**config.mk**
```make
export PLATFORM = sky130hd
export DESIGN_NAME = ram_arbiter
export DESIGN_NICKNAME = d
export VERILOG_FILES = /design/src/rtl/ram_arb_pkg.sv /design/src/rtl/ram_arbiter_rr_arbiter.sv /design/src/rtl/ram_arbiter.sv
export SDC_FILE = /design/constraint.sdc
export NUM_CORES = 1
export LEC_CHECK = 0
export ABC_AREA = 1
export BUFFER_PORTS_ARGS = -buffer_cell sky130_fd_sc_hd__clkbuf_2
export CORE_ASPECT_RATIO = 0.75
export CORE_UTILIZATION = 30
export DETAILED_ROUTE_END_ITERATION = 10
export GPL_TIMING_DRIVEN = 0
export HOLD_SLACK_MARGIN = 0.12
export PLACE_DENSITY = 0.58
export SYNTH_ARGS = -nofsm -noshare
export SYNTH_HDL_FRONTEND = slang
export SYNTH_SLANG_ARGS = --single-unit
```
**constraint.sdc**
```tcl
create_clock -name clk -period 2.8 [get_ports clk]
set_input_delay 0.14 -clock clk [delete_from_list [all_inputs] [get_ports clk]]
set_output_delay 0.14 -clock clk [all_outputs]
set_load 0.05 [all_outputs]
```
**src/rtl/ram_arb_pkg.sv**
```systemverilog
// Shared types and constants for the RAM arbiter slice.
package ram_arb_pkg;

  // Cycles from a read chip-select to valid read data on the RAM port.
  localparam int unsigned RAM_RD_LATENCY = 1;

  function automatic int unsigned idx_width(input int unsigned n);
    return (n <= 2) ? 1 : $clog2(n);
  endfunction

  typedef enum logic {
    CMD_READ  = 1'b0,
    CMD_WRITE = 1'b1
  } cmd_op_e;

endpackage

```
**src/rtl/ram_arbiter_rr_arbiter.sv**
```systemverilog
// Combinational round-robin arbiter: first requester at or after ptr wins.
module rr_arbiter
  import ram_arb_pkg::*;
#(
  parameter int unsigned NUM_REQ = 4
) (
  input  logic [NUM_REQ-1:0]              req,
  input  logic [idx_width(NUM_REQ)-1:0]   ptr,
  output logic [NUM_REQ-1:0]              grant,
  output logic [idx_width(NUM_REQ)-1:0]   idx
);

  localparam int unsigned IW = idx_width(NUM_REQ);

  logic          found;
  logic [IW-1:0] cand;

  always_comb begin
    grant = '0;
    idx   = '0;
    found = 1'b0;
    cand  = '0;
    for (int unsigned off = 0; off < NUM_REQ; off++) begin
      // Modulo keeps the candidate in range when NUM_REQ is not a power of two.
      cand = IW'((32'(ptr) + off) % NUM_REQ);
      if (!found && req[cand]) begin
        found       = 1'b1;
        grant[cand] = 1'b1;
        idx         = cand;
      end
    end
  end

endmodule

```
**src/rtl/ram_arbiter.sv**
```systemverilog
// Round-robin sharing of one single-port synchronous RAM among NUM_REQ requesters,
// with registered RAM command outputs and a fixed two-cycle read response.
module ram_arbiter
  import ram_arb_pkg::*;
#(
  parameter int unsigned NUM_REQ    = 4,
  parameter int unsigned ADDR_WIDTH = 4,
  parameter int unsigned DATA_WIDTH = 32
) (
  input  logic                          clk,
  input  logic                          rst_n,
  input  logic [NUM_REQ-1:0]            req_valid,
  output logic [NUM_REQ-1:0]            req_ready,
  input  logic [NUM_REQ-1:0]            req_we,
  input  logic [NUM_REQ*ADDR_WIDTH-1:0] req_addr,
  input  logic [NUM_REQ*DATA_WIDTH-1:0] req_wdata,
  output logic [NUM_REQ-1:0]            rsp_valid,
  output logic [DATA_WIDTH-1:0]         rsp_rdata,
  output logic                          ram_cs,
  output logic                          ram_we,
  output logic [ADDR_WIDTH-1:0]         ram_addr,
  output logic [DATA_WIDTH-1:0]         ram_wdata,
  input  logic [DATA_WIDTH-1:0]         ram_rdata
);

  localparam int unsigned IW = idx_width(NUM_REQ);

  typedef struct packed {
    cmd_op_e                 op;
    logic [ADDR_WIDTH-1:0]   addr;
    logic [DATA_WIDTH-1:0]   wdata;
  } cmd_t;

  logic [IW-1:0]      rr_ptr;
  logic [NUM_REQ-1:0] arb_grant;
  logic [IW-1:0]      grant_idx;
  logic [NUM_REQ-1:0] grant;
  logic               accept;
  cmd_t               sel_cmd;
  logic [IW-1:0]      cmd_idx;
  logic [NUM_REQ-1:0] rd_strobe;
  logic [NUM_REQ-1:0] rsp_pipe [RAM_RD_LATENCY];

  rr_arbiter #(
    .NUM_REQ (NUM_REQ)
  ) u_rr_arbiter (
    .req   (req_valid),
    .ptr   (rr_ptr),
    .grant (arb_grant),
    .idx   (grant_idx)
  );

  assign grant     = rst_n ? arb_grant : '0;
  assign req_ready = grant;
  assign accept    = |grant;

  always_comb begin
    sel_cmd.op    = cmd_op_e'(req_we[grant_idx]);
    sel_cmd.addr  = req_addr[grant_idx*ADDR_WIDTH +: ADDR_WIDTH];
    sel_cmd.wdata = req_wdata[grant_idx*DATA_WIDTH +: DATA_WIDTH];
  end

  always_comb begin
    rd_strobe = '0;
    if (ram_cs && !ram_we) rd_strobe[cmd_idx] = 1'b1;
  end

  always_ff @(posedge clk) begin
    if (!rst_n) begin
      rr_ptr    <= '0;
      ram_cs    <= 1'b0;
      ram_we    <= 1'b0;
      ram_addr  <= '0;
      ram_wdata <= '0;
      cmd_idx   <= '0;
    end else if (accept) begin
      rr_ptr    <= (grant_idx == IW'(NUM_REQ - 1)) ? '0 : grant_idx + IW'(1);
      ram_cs    <= 1'b1;
      ram_we    <= (sel_cmd.op == CMD_WRITE);
      ram_addr  <= sel_cmd.addr;
      ram_wdata <= sel_cmd.wdata;
      cmd_idx   <= grant_idx;
    end else begin
      ram_cs <= 1'b0;
      ram_we <= 1'b0;
    end
  end

  // Issuer strobe trails the read chip-select by the RAM read latency.
  always_ff @(posedge clk) begin
    if (!rst_n) begin
      for (int unsigned k = 0; k < RAM_RD_LATENCY; k++) rsp_pipe[k] <= '0;
    end else begin
      rsp_pipe[0] <= rd_strobe;
      for (int unsigned k = 1; k < RAM_RD_LATENCY; k++) rsp_pipe[k] <= rsp_pipe[k-1];
    end
  end

  assign rsp_valid = rsp_pipe[RAM_RD_LATENCY-1];
  assign rsp_rdata = ram_rdata;

endmodule

```
# ---- Yosys cells after proc, flatten, opt, wreduce, memory -nomap -nowiden
# Memory sizes are Yosys's and may differ from the RTL's.
# Cells that the tools add are included.
dict set report op_classes {
  shifts 2
  n_bitwise 3
  n_div 0
  add_sub_neg 4
  multipliers 0
  n_eq_ne 1
  n_mux 39
  magnitude_cmp 11
  reduce_logical 16
}
# cell count
set op_table {}
lappend op_table {{indexed part select 128 x 8 -> 32 bit} 1}
lappend op_table {{two-way mux 4 bit} 7}
lappend op_table {{< comparator 2 x 3 -> 1 bit, second input constant} 6}
lappend op_table {{two-way mux 1 bit} 17}
lappend op_table {{indexed part select 16 x 5 -> 4 bit} 1}
lappend op_table {{bitwise OR 4 bit} 3}
lappend op_table {{binary-select mux 1 bit (select 2 bit)} 5}
lappend op_table {{demux 1 bit (select 2 bit)} 5}
lappend op_table {{>= comparator 2 x 1 -> 1 bit, second input constant} 5}
lappend op_table {{two-way mux 2 bit} 5}
lappend op_table {{logical AND 1 bit} 9}
lappend op_table {{OR reduction 4 bit} 2}
lappend op_table {{adder 2 x 1 -> 2 bit, second input constant} 2}
lappend op_table {{adder 2 bit, second input constant} 2}
lappend op_table {{logical NOT 1 bit} 4}
lappend op_table {{== test 2 bit, second input constant} 1}
lappend op_table {{AND reduction 2 bit} 1}
dict set report word_totals {
  romBits 0
  latchBits 0
  output_inout_bits 78
  ramBits 4
  word_cells 83
  register_bits 42
  memories 1
  input_bits 186
}
# name depth word_bits rd rd_ports_with_merged_regs write_ports line
set memory_table {}
lappend memory_table {rsp_pipe 1 4 1 0 1 ram_arbiter.sv:42} ;# logic [NUM_REQ-1:0] rsp_pipe [RAM_RD_LATENCY];

# ---- Depth between registers and ports, before layout
dict set report depth {
  ltp_word 15
  ltp_mapped 19
  depth_no_buf 16
}

# ---- Modules after synthesis
# Synthesis repeated with hierarchy kept, for this count alone.
dict set report hier_totals {
  cells_unflattened 821
  hier_area_um2 4354.2
}
# mod seq_area_each_um2 cells_each area_per_inst_um2 instances
set by_module_without_submodules {}
lappend by_module_without_submodules {ram_arbiter 920.9 739 3877.5 1}
lappend by_module_without_submodules {rr_arbiter 0.0 82 476.7 1}

# ---- Worst setup path after synthesis
# No wires, ideal clock.
dict set report synth_timing {
  path_type {reg-to-reg}
  start {register rr_ptr[0]}
  end {register ram_we}
  setup_ns 0.109
  path_slack_ns 0.440
  n_path_buf 4
  period_less_slack_ns 2.360
  arrival_ns 2.251
  required_ns 2.691
  stages_incl_launch_ff 18
  path_cell_list {dfxtp_1 > buf_6 > inv_4 > ha_1 > inv_1 > nand3_1 > nand2_1 > nor2_8 > nand2_2 > nand3b_1 > buf_4 > nand2_4 > buf_6 > buf_6 > o211ai_1 > o21ai_1 > nand2_1 > inv_1}
}
dict set report synth_between {
  elab_chain_cells 15
  elab_cells_between_ends 56
}
# element line
set synth_lines {}
lappend synth_lines {{start, declared} ram_arbiter.sv:34} ;# logic [IW-1:0] rr_ptr;
lappend synth_lines {{start signal, assigned} ram_arbiter.sv:77} ;# rr_ptr <= (grant_idx == IW'(NUM_REQ - 1)) ? '0 : grant_idx + IW'(1);
lappend synth_lines {{parallel branches: the longest is 15 deep, another holds < comparator 2 x 3 -> 1 bit} -}
lappend synth_lines {{end signal, assigned} ram_arbiter.sv:79} ;# ram_we <= (sel_cmd.op == CMD_WRITE);
lappend synth_lines {{end, declared} ram_arbiter.sv:20} ;# output logic ram_we,
# Several ways; the timed one is not identified. The select of a mux whose other input is x is not followed.
# A chain may end at the register's enable or synchronous reset.

# ---- Worst setup path after layout
# Same ends and word-level chain as after synthesis.

==> flow_metrics.py <==
metrics = {
    "route": {
        "vias": 5185,
        "drc_errors": 0,
        "route.final.wire_length_mm": 15.03,
        "drt_first_pass_iters": 5,
        "routed_via_density": 4.353,
        "drt-initial-drc-count": 178,
        "routed_wire_length_per_instance_um": 12.62,
        "antenna_left": 0,
    },
    "clocking": {
        "cts.hold.buffers_added": 0,
        "clockRootBuffer": "clkbuf_16",
        "deepest_level_of_the_cts_h_tree": 2,
        "insertion_delay_ns": 0.28,
        "cts_buffers": 5,
        "cts_num_sinks": 46,
        "path_clk_slew_ns": 0.06,
        "cts_tree": "done",
        "cts.path.max_buffers": 2,
    },
    "synth": {
        "synth_cell_type_count": 25,
        "synth_simple_gate_area_frac": 0.5174,
        "postSynthAreaPerCell_um2": 5.766,
        "post_synth_xor_area_fraction": 0,
        "yosys-mux-area-fraction": 0,
        "synth_area_leader_cell": "dfxtp_1",
        "synth-compound-area-share": 0.02129,
        "synth_top_area_share": 0.2118,
        "synth_enable_flop_cells": 0,
        "syn_inst": 754,
        "synthArstFlopShare": 0,
        "synth_top_family_by_area": "simple AND/OR/NAND/NOR gates",
        "ys_ff_latch": 46,
        "yosysWarnings": 0,
        "synth-adder-area-share": 0.02302,
        "yosys-top-cells-area": "dfxtp_1 (21%), nand2_1 (19%), nand3b_1 (13%)",
        "yosys_most_used_dff": "dfxtp_1",
        "synth-seq-area-share": 0.2118,
        "syn-num-nets": 948,
        "netlist_area_mm2": 0.004348,
    },
    "global_routing": {
        "globalRouteTotalUtil": 0.1991,
        "grt_pass1_wl_mm": 23.49,
        "first_global_vias": 4670,
        "grt_max_degree": 14,
        "grt_antenna_before_repair": 0,
        "grt_overflow": 0,
    },
    "setup_path": {
        "crit_path_frequent_cell": "buf_6",
        "worst_setup_path_end_kind": "flip-flop",
        "crit_arrival_ns": 2.74,
        "timing.critical_path.buf_inv": 7,
        "critical_path_cell_by_cell": "buf_6 -> inv_6 -> ha_4 -> inv_2 -> nand3_1 -> nand2_1 -> nor2_2 -> nand3b_1 -> buf_6 -> nand2_4 -> buf_8 -> buf_6 -> o211ai_1 -> o21ai_1 -> nand2_1 -> inv_1",
        "max_stage_delay_ns": 0.38,
        "cp_delay_by_family_top": "buffers and inverters",
        "critical_path_required_ns": 2.98,
        "path_class": "flip-flop to flip-flop",
        "critical_path_peak_fanout": 12,
        "timing.critical_path.from_type": "flip-flop",
        "critPathSlowestCell": "dfxtp_4",
    },
    "layout": {
        "final_design_area_no_fill_mm2": 0.005984,
        "area_growth_pct": 37.64,
        "layout-drive-gt1-share": 0.3293,
        "nets": 1189,
        "layout.cells.most_common": "clkbuf_2",
        "n_fill_cell": 1582,
        "antenna-diode-count": 0,
        "final_cell_count_no_fill": 1191,
        "top_library_cells_by_usage_in_the_layout_fill_and_taps_aside": "clkbuf_2 (233), nand2_1 (220), inv_1 (124)",
    },
    "power": {
        "power.ir.vdd_worst_mv": 0.5749,
        "power-per-cell-area_mw_per_mm2": 1569,
        "static_leakage_nw": 3.612,
    },
    "placement": {
        "port_buffers": 231,
        "globalplace.congestion": 0.8411,
        "hpwl_reported_at_the_end_of_detailed_placement_mm": 11.84,
        "post-place-cells": 1180,
        "preCtsSetupSlack_ns": -0.2364,
        "cell_area_placed_mm2": 0.005748,
    },
    "min_path": {
        "holdCritPathClass": "primary input to flip-flop",
    },
    "sta": {
        "hold_viol": 0,
        "layout_min_cycle_time_ns": 2.559,
        "tightestPinTransition_ns": 0.5423,
        "share_of_the_cycle_needed_by_the_critical_path_after_routing": 0.9140,
        "setup_viol_count_final": 0,
        "setup_ws_ns": 0.2409,
        "tns_ns": 0,
        "max_clock_freq_mhz": 390.8,
        "max-slew-margin-rel": 0.6384,
        "timing.clock.skew_ns": 0.005010,
        "maxSlewViolCount": 0,
        "unrepaired_setup_endpoints_after_global_routing": "false",
    },
    "floorplan": {
        "core_area_mm2": 0.01393,
        "effective_utilization_at_floorplan": 0.3120,
        "die_width_um": 141.0,
        "dieHeight_um": 106.3,
        "area_enclosed_by_the_die_boundary_mm2": 0.01498,
        "boundaryPins": 264,
        "row_count": 37,
    },
    "status": {
        "status": "completed",
    },
    "flow_run": {
        "max-cap-violations": 0,
    },
}
## through the flow
stage,utilization,hold WS [ns],power (mW)
after global placement,0.4125,0.4753,8.574
final,0.4295,0.2232,9.389
after CTS,0.4241,0.2204,9.288
after detailed placement,0.4125,0.4782,8.612
after global routing,0.4295,0.2665,10.45
after floorplan,-,0.3108,6.677
## power breakdown
part	total, mW	switching [mW]	internal (mW)
Combinational	7.72	5.22	2.50
Clock	0.595	0.241	0.354
Sequential	1.07	0.145	0.926
Total	9.39	5.60	3.79
## cell families after synthesis
group,Yosys count
and+or+nand+nor,479
buffers and inverters,205
DFF,46
AOI/OAI and AO/OA,16
adders and majority gates,8
## cell type report
class	count	area [um^2]	share of cell area
Multi-Input combinational cell	504	2492	0.4165
Inverter	129	489.2	0.08175
Sequential cell	46	928.4	0.1551
Timing Repair Buffer	233	1169	0.1953
Tap cell	195	244.0	0.04077
Buffer	76	514.2	0.08593
Clock inverter	1	5.005	0.0008363
Clock buffer	7	142.6	0.02383
## Yosys cell counts, types with 3 or more instances
library cell  instances
nand2_1             222
nand3b_1             73
nand2_2               3
a21boi_0              4
dfxtp_1              46
nand2_4               3
clkbuf_1             12
buf_2                17
buf_4                41
nor3_1                4
inv_1               125
buf_6                 5
nand3_1              94
ha_1                  8
inv_2                 3
nor2_1               77
o21ai_1               3
a21oi_1               7
## state kept, by name, indices dropped and copies added (netlist names)
name	count
ram_wdata	32
ram_cs	1
rsp_pipe	4
rr_ptr	2
ram_we	1
cmd_idx	2
ram_addr	4
## per-layer routing
metal,GRT usage,wire (um),share of wire
met5,0,0,0
met4,0.02096,61,0.0041
met3,0.04414,1123,0.075
met2,0.3301,6705,0.45
met1,0.2710,7137,0.47
## worst reg2reg max path: stages (launching register included)
cell	delay, ns
dfxtp_4	0.38
buf_6	0.16
inv_6	0.07
ha_4	0.29
inv_2	0.06
nand3_1	0.08
nand2_1	0.08
nor2_2	0.21
nand3b_1	0.19
buf_6	0.17
nand2_4	0.08
buf_8	0.17
buf_6	0.15
o211ai_1	0.17
o21ai_1	0.10
nand2_1	0.07
inv_1	0.04
## worst paths after layout
kind | depth (start not counted) | startpoint | slack, ns | to
worst max register to register | 16 | rr_ptr[0] | 0.24 | ram_we
worst min-delay path | 3 | rst_n | 0.22 | rr_ptr[1]
worst max-delay path | 16 | rr_ptr[0] | 0.24 | ram_we
worst min register to register | 1 | cmd_idx[1] | 0.49 | rsp_pipe[0][0]
## what timing repair did
item | CTS | global route
pin swaps | 0 | 1
cloned | 0 | 2
resized for setup | 7 | 14
endpoints found under the setup margin | 38 | 40
hold endpoints to repair | 0 | 0
setup buffers | 0 | 1
Power figures use the tool's default switching activity.
